$ cat config.mk
export PLATFORM = sky130hd
export DESIGN_NAME = gpu_mem_vramcpu_fifo_nw1r
export DESIGN_NICKNAME = d
export VERILOG_FILES = /design/src/rtl/gpu_mem_vramcpu_fifo_nw1r.sv
export SDC_FILE = /design/constraint.sdc
export NUM_CORES = 1
export LEC_CHECK = 0
export BUFFER_PORTS_ARGS = -buffer_cell sky130_fd_sc_hd__buf_2
export CAP_MARGIN = 20
export CORE_ASPECT_RATIO = 1.4
export CORE_MARGIN = 2
export CORE_UTILIZATION = 50
export CTS_CLUSTER_DIAMETER = 50
export CTS_CLUSTER_SIZE = 10
export DETAILED_ROUTE_END_ITERATION = 16
export PLACE_DENSITY = 0.67
export SYNTH_ARGS = -nofsm -noshare
export SYNTH_HDL_FRONTEND = slang
export SYNTH_SLANG_ARGS = --single-unit
$ cat constraint.sdc
create_clock -name clk_i -period 7.8 [get_ports clk_i]
set_clock_uncertainty 0.1 [all_clocks]
set_input_delay 1.56 -clock clk_i [delete_from_list [all_inputs] [get_ports clk_i]]
set_output_delay 1.56 -clock clk_i [all_outputs]
set_load 0.005 [all_outputs]
$ cat src/rtl/gpu_mem_vramcpu_fifo_nw1r.sv
// Multi-lane write, wide-read pixel FIFO for the VRAM<->CPU path.
// Up to LANES words are pushed per cycle; RD_WORDS words leave as one beat. final_i pads to a whole beat.

module gpu_mem_vramcpu_fifo_nw1r_chk #(
    parameter int ADDR_W   = 4,
    parameter int RD_WORDS = 2
) (
    input logic              clk_i,
    input logic              rst_i,
    input logic [ADDR_W:0]   count_i,
    input logic [ADDR_W:0]   count_next_i,
    input logic              pop_ok_i
);
    localparam logic [ADDR_W:0] DEPTH_C = (ADDR_W+1)'(1 << ADDR_W);
    localparam logic [ADDR_W:0] RD_C    = (ADDR_W+1)'(RD_WORDS);

    // occupancy bounds: never above DEPTH, never popped below one beat
    always @(posedge clk_i) begin
        if (!rst_i) begin
            assert (count_next_i <= DEPTH_C) else $error("fifo count above depth");
            assert (!(pop_ok_i && (count_i < RD_C))) else $error("fifo pop underflow");
        end
    end
endmodule

module gpu_mem_vramcpu_fifo_nw1r #(
    parameter int               WIDTH     = 16,
    parameter int               LANES     = 2,
    parameter int               RD_WORDS  = 2,
    parameter int               ADDR_W    = 4,
    parameter logic [WIDTH-1:0] PAD_VALUE = {WIDTH{1'b0}}
) (
    input  logic                      clk_i,
    input  logic                      rst_i,
    input  logic [LANES-1:0]          push_i,
    input  logic [LANES*WIDTH-1:0]    data_in_i,
    input  logic                      final_i,
    input  logic                      flush_i,
    output logic                      accept_o,
    input  logic                      pop_i,
    output logic                      valid_o,
    output logic [RD_WORDS*WIDTH-1:0] data_out_o,
    output logic [ADDR_W:0]           level_o,
    output logic                      err_o
);
    localparam int DEPTH = 1 << ADDR_W;
    localparam int CW    = ADDR_W + 1;
    localparam int SLOTS = LANES + RD_WORDS - 1;

    localparam logic [CW-1:0]     DEPTH_C      = CW'(DEPTH);
    localparam logic [CW-1:0]     THRESH_C     = CW'(SLOTS);
    localparam logic [CW-1:0]     RD_C         = CW'(RD_WORDS);
    localparam logic [ADDR_W-1:0] ALIGN_MASK_C = ADDR_W'(RD_WORDS - 1);

    // A legal mask is 0..01..1: adding one to it clears every set bit.
    function automatic logic is_thermo(input logic [LANES-1:0] m);
        return ((m + LANES'(1'b1)) & m) == '0;
    endfunction

    function automatic logic [CW-1:0] ones_count(input logic [LANES-1:0] m);
        logic [CW-1:0] c;
        c = '0;
        for (int i = 0; i < LANES; i++) begin
            c = c + CW'(m[i]);
        end
        return c;
    endfunction

    logic [WIDTH-1:0]  ram_r [DEPTH];
    logic [ADDR_W-1:0] wr_ptr_r, rd_ptr_r;
    logic [CW-1:0]     count_r;
    logic              accept_r, valid_r, err_r;

    logic                   legal_s, push_ok_s, final_ok_s, pop_ok_s;
    logic [CW-1:0]          n_s, nwr_s, pad_s, count_next_s;
    logic [ADDR_W-1:0]      phase_s, wr_next_s, rd_next_s;
    logic [SLOTS*WIDTH-1:0] ext_s;
    logic [ADDR_W-1:0]      slot_addr_s [SLOTS];
    logic [WIDTH-1:0]       slot_data_s [SLOTS];
    logic [SLOTS-1:0]       slot_we_s;

    // push/pad/pop qualification and next pointer/count values
    always_comb begin
        legal_s    = is_thermo(push_i);
        n_s        = ones_count(push_i);
        push_ok_s  = accept_r && legal_s && !flush_i;
        nwr_s      = push_ok_s ? n_s : '0;
        final_ok_s = final_i && push_ok_s;
        phase_s    = (wr_ptr_r + nwr_s[ADDR_W-1:0]) & ALIGN_MASK_C;
        if (final_ok_s && (phase_s != '0)) begin
            pad_s = RD_C - CW'(phase_s);
        end else begin
            pad_s = '0;
        end
        pop_ok_s = pop_i && valid_r && !flush_i;
        if (flush_i) begin
            count_next_s = '0;
            wr_next_s    = '0;
            rd_next_s    = '0;
        end else begin
            count_next_s = count_r + nwr_s + pad_s - (pop_ok_s ? RD_C : '0);
            wr_next_s    = wr_ptr_r + nwr_s[ADDR_W-1:0] + pad_s[ADDR_W-1:0];
            rd_next_s    = pop_ok_s ? (rd_ptr_r + RD_C[ADDR_W-1:0]) : rd_ptr_r;
        end
    end

    // per-slot write ports: pushed words first, pad words right after them
    always_comb begin
        ext_s                    = {SLOTS{PAD_VALUE}};
        ext_s[LANES*WIDTH-1:0]   = data_in_i;
        for (int j = 0; j < SLOTS; j++) begin
            slot_addr_s[j] = wr_ptr_r + ADDR_W'(j);
            slot_data_s[j] = (CW'(j) < nwr_s) ? ext_s[j*WIDTH +: WIDTH] : PAD_VALUE;
            slot_we_s[j]   = CW'(j) < (nwr_s + pad_s);
        end
    end

    // storage array, deliberately not reset
    always_ff @(posedge clk_i) begin
        for (int j = 0; j < SLOTS; j++) begin
            if (slot_we_s[j]) begin
                ram_r[slot_addr_s[j]] <= slot_data_s[j];
            end
        end
    end

    // pointers, count, registered status flags and sticky error
    always_ff @(posedge clk_i) begin
        if (rst_i) begin
            wr_ptr_r <= '0;
            rd_ptr_r <= '0;
            count_r  <= '0;
            accept_r <= 1'b1;
            valid_r  <= 1'b0;
            err_r    <= 1'b0;
        end else begin
            wr_ptr_r <= wr_next_s;
            rd_ptr_r <= rd_next_s;
            count_r  <= count_next_s;
            accept_r <= (DEPTH_C - count_next_s) >= THRESH_C;
            valid_r  <= count_next_s >= RD_C;
            err_r    <= err_r | ~legal_s;
        end
    end

    // beat read straight from the registered read pointer
    always_comb begin
        for (int i = 0; i < RD_WORDS; i++) begin
            data_out_o[i*WIDTH +: WIDTH] = ram_r[rd_ptr_r + ADDR_W'(i)];
        end
    end

    assign accept_o = accept_r;
    assign valid_o  = valid_r;
    assign level_o  = count_r;
    assign err_o    = err_r;

    gpu_mem_vramcpu_fifo_nw1r_chk #(
        .ADDR_W   (ADDR_W),
        .RD_WORDS (RD_WORDS)
    ) u_chk (
        .clk_i        (clk_i),
        .rst_i        (rst_i),
        .count_i      (count_r),
        .count_next_i (count_next_s),
        .pop_ok_i     (pop_ok_s)
    );
endmodule

==> flow_metrics.tcl <==
set metrics [dict create \
    hold_path.startpoint "ram_r[2][5]$_SDFFE_PP0P_" \
    tritoncts_buffer_count 34 \
    cts.htree.levels 2 \
    finalSetupViolations 0 \
    first_pass_grt_wire_length_um 91600 \
    max-clock-path-buffers 3 \
    ioPinCount 79 \
    globalRouteOverflowTotal 0 \
    crit_path_frequent_cell "ha_1" \
    cp-end-kind "flip-flop" \
    netlist.area_leader.share 0.363 \
    port_buffers 78 \
    worst_r2r_path_depth 12 \
    post-route-period-util 0.714 \
    area_delta_synth_final_pct 10.4 \
    critical_path_peak_fanout 17 \
    cts_post_setup_buffers_inserted 0 \
    syn_area_per_cell_um2 8.79 \
    layout-drive-gt1-share 0.195 \
    die-height_um 210 \
    cell_rows 75 \
    vdd_ir_drop_max_uv 180 \
    fin_total_pwr_w 0.00414 \
    cp_slowest_stage_delay_ns 0.92 \
    gr-usage-all-layers 0.398 \
    layout.filler_cells 2719 \
    core_region_area_um2 29800 \
    timing.fmax_mhz 179 \
    synth_edf_count 0 \
    synth.lib_cells_used.distinct 74 \
    ff2ff_setup_slack_ns 3.23 \
    worst-endpoint-arrival_ns 5.93 \
    drt-initial-drc-count 1598 \
    whs_ns 0.367 \
    drc 0 \
    clock_tree_from_tritoncts "built" \
    seq_area_frac_synth 0.363 \
    worst_hold_path.endpoint "ram_r[2][5]$_SDFFE_PP0P_" \
    power.leakage_nw 5.93 \
    yosysTopAreaCell "dfxtp_1" \
    yosys_warnings 0 \
    drv_cap 0 \
    grt_setup_unrepaired "no" \
    synth.area.top_cells "dfxtp_1 36%, mux4_2 9.5%, a211oi_1 8.3%" \
    synth_flop_cell "dfxtp_1" \
    clockRootBuffer "clkbuf_16" \
    first_global_vias 13785 \
    status "complete, no violations" \
    min_path_cells 2 \
    syn-cell-area_um2 15100 \
    clock_sinks 274 \
    path_clk_slew_ns 0.06 \
    final-hold-violation-count 0 \
    min_tclk_post_route_ns 5.57 \
    maxSlewViolCount 0 \
    critical_path.reg2reg.startpoint "accept_o$_SDFF_PP1_" \
    start_util 0.507 \
    grt_antenna_before_repair 0 \
    via_count 14532 \
    antenna_cells_inserted 0 \
    preCtsSetupSlack_ns 1.79 \
    nets 1770 \
    drt-total-wl_um 63000 \
    crit_required_ns 8.16 \
    worst-setup-path-type "input pin to flip-flop" \
    crit_path_start_kind "input pin" \
    worstSkewPairLatency_ns 0.52 \
    final.setup.worst_slack_ns 2.23 \
    syn-instance-count 1721 \
    power_density_over_cell_area_nw_per_um2 248 \
    setup_total_negative_slack_ns 0 \
    synth-async-reset-ratio 0 \
    wire_per_inst_um 30.0 \
    grt_max_degree 45 \
    post-route-util 0.560 \
    ys_ff_latch 274 \
    worst_pin_slew_ns 1.11 \
    drt.antenna.violating_nets 0 \
    place_hpwl_um 41900 \
    slew_headroom 0.255 \
    postCtsResizedCells 0 \
    timing.rr.end "ram_r[14][3]$_SDFFE_PP0P_" \
    crit_path_cell_trace "buf_2 -> inv_1 -> ha_1 -> nor3b_4 -> nor2b_1 -> ha_1 -> and3_1 -> inv_1 -> nor2_1 -> ha_1 -> or2_2 -> a31oi_4 -> nor3_2 -> or2_0 -> o211a_1" \
    holdCritPathClass "flip-flop to flip-flop" \
    critical_path.slowest_cell "nor3_2" \
    chipWidth_um 151 \
    gpl.final_weighted_congestion 1.04 \
    detail_route.first_pass.iterations 5 \
    hold_buffers 0 \
    avgViaCountPerCell 6.91 \
    fp.dieArea_um2 31700 \
]
-- cells by family (layout without fill, tap and decap cells) --
family,count (synthesis),count (layout),share of synthesized area
simple gates,617,617,0.193
compound gates,489,489,0.234
flops,274,274,0.363
buf+inv,193,188,0.0526
mux,111,111,0.129
fa+ha+maj,22,22,0.0207
xor+xnor,13,13,0.00753
other cells,2,3,0.000496
-- synthesized netlist by cell type (12+ instances only) --
cell	instances
buf_2	46
mux4_2	64
a221oi_1	36
clkbuf_1	108
a21oi_1	143
o211a_1	16
nor3_1	79
dfxtp_1	274
nand2b_1	15
nor2_1	315
o221a_2	18
ha_1	17
a22oi_1	20
inv_1	17
and2_1	12
a211oi_1	167
nand3_1	42
mux2i_1	15
nand2_1	66
and3_1	21
buf_1	18
mux2_2	32
a2111oi_0	12
-- cells in the final DEF (no fill, tap or decap), types with 18 or more instances in the layout --
cell / Yosys / layout
a21oi_1: 143 / 143
o221a_2: 18 / 18
a221oi_1: 36 / 36
nand3_1: 42 / 42
buf_2: 46 / 78
dfxtp_1: 274 / 272
and3_1: 21 / 21
a211oi_1: 167 / 167
clkbuf_16: 0 / 37
nor2_1: 315 / 315
nor3_1: 79 / 74
mux2_2: 32 / 32
mux4_2: 64 / 64
buf_4: 1 / 43
a22oi_1: 20 / 20
nand2_1: 66 / 66
-- final cells by class --
cell class | instances | area [µm²] | area share
multi-input combinational | 1255 | 8890 | 0.532
timing repair buffer | 127 | 808 | 0.0484
clock inverter | 4 | 45.0 | 0.00270
sequential | 274 | 5490 | 0.328
tap | 385 | 482 | 0.0288
clock buffer | 40 | 937 | 0.0561
inverter | 17 | 63.8 | 0.00382
-- routing by layer --
metal / part of all wire / GRT usage / up-vias
li1: - / - / 6402
met1: 0.36 / 0.494 / 6845
met2: 0.43 / 0.592 / 991
met3: 0.096 / 0.0665 / 294
met4: 0.11 / 0.348 / 0
met5: 0 / 0 / -
-- where the power goes --
group / internal, W / switching [W]
logic: 0.000421 / 0.000515
registers: 0.00162 / 0.000120
clock network: 0.000872 / 0.000599
total: 0.00291 / 0.00123
-- worst max-delay path: cells and delay by family --
| kind | cells | cell delay (ns) |
|---|---|---|
| buf+inv | 3 | 0.22 |
| compound gates | 2 | 0.42 |
| simple gates | 7 | 2.80 |
| fa+ha+maj | 3 | 0.93 |
-- how the worst max path moves through the flow --
| stage | from | to | cells past startpoint |
|---|---|---|---|
| detailed placement | push_i[0] | ram_r[14][9]$_SDFFE_PP0P_ | 15 |
| finish | push_i[0] | ram_r[14][3]$_SDFFE_PP0P_ | 15 |
| floorplan | push_i[0] | ram_r[14][0]$_SDFFE_PP0P_ | 19 |
| CTS | push_i[0] | ram_r[14][5]$_SDFFE_PP0P_ | 15 |
| global route | push_i[0] | ram_r[14][11]$_SDFFE_PP0P_ | 15 |
| global placement | push_i[0] | ram_r[14][2]$_SDFFE_PP0P_ | 15 |
-- stage by stage --
stage / instance area [µm²] / std cells
6_report: 16700 / 2102
5_1_grt: 16700 / 2102
4_1_cts: 16600 / 2096
3_5_place_dp: 15600 / 2052
3_3_place_gp: 15600 / 2051
2_1_floorplan: 15100 / 1722
-- flip-flops by register name, indices dropped and copies added, names as in the netlist, named ones only --
register / count
accept_o: 1
level_o: 5
err_o: 1
ram_r: 256
rd_ptr_r: 3
wr_ptr_r: 4
valid_o: 1
No activity file was read; power rests on OpenSTA's default activity.
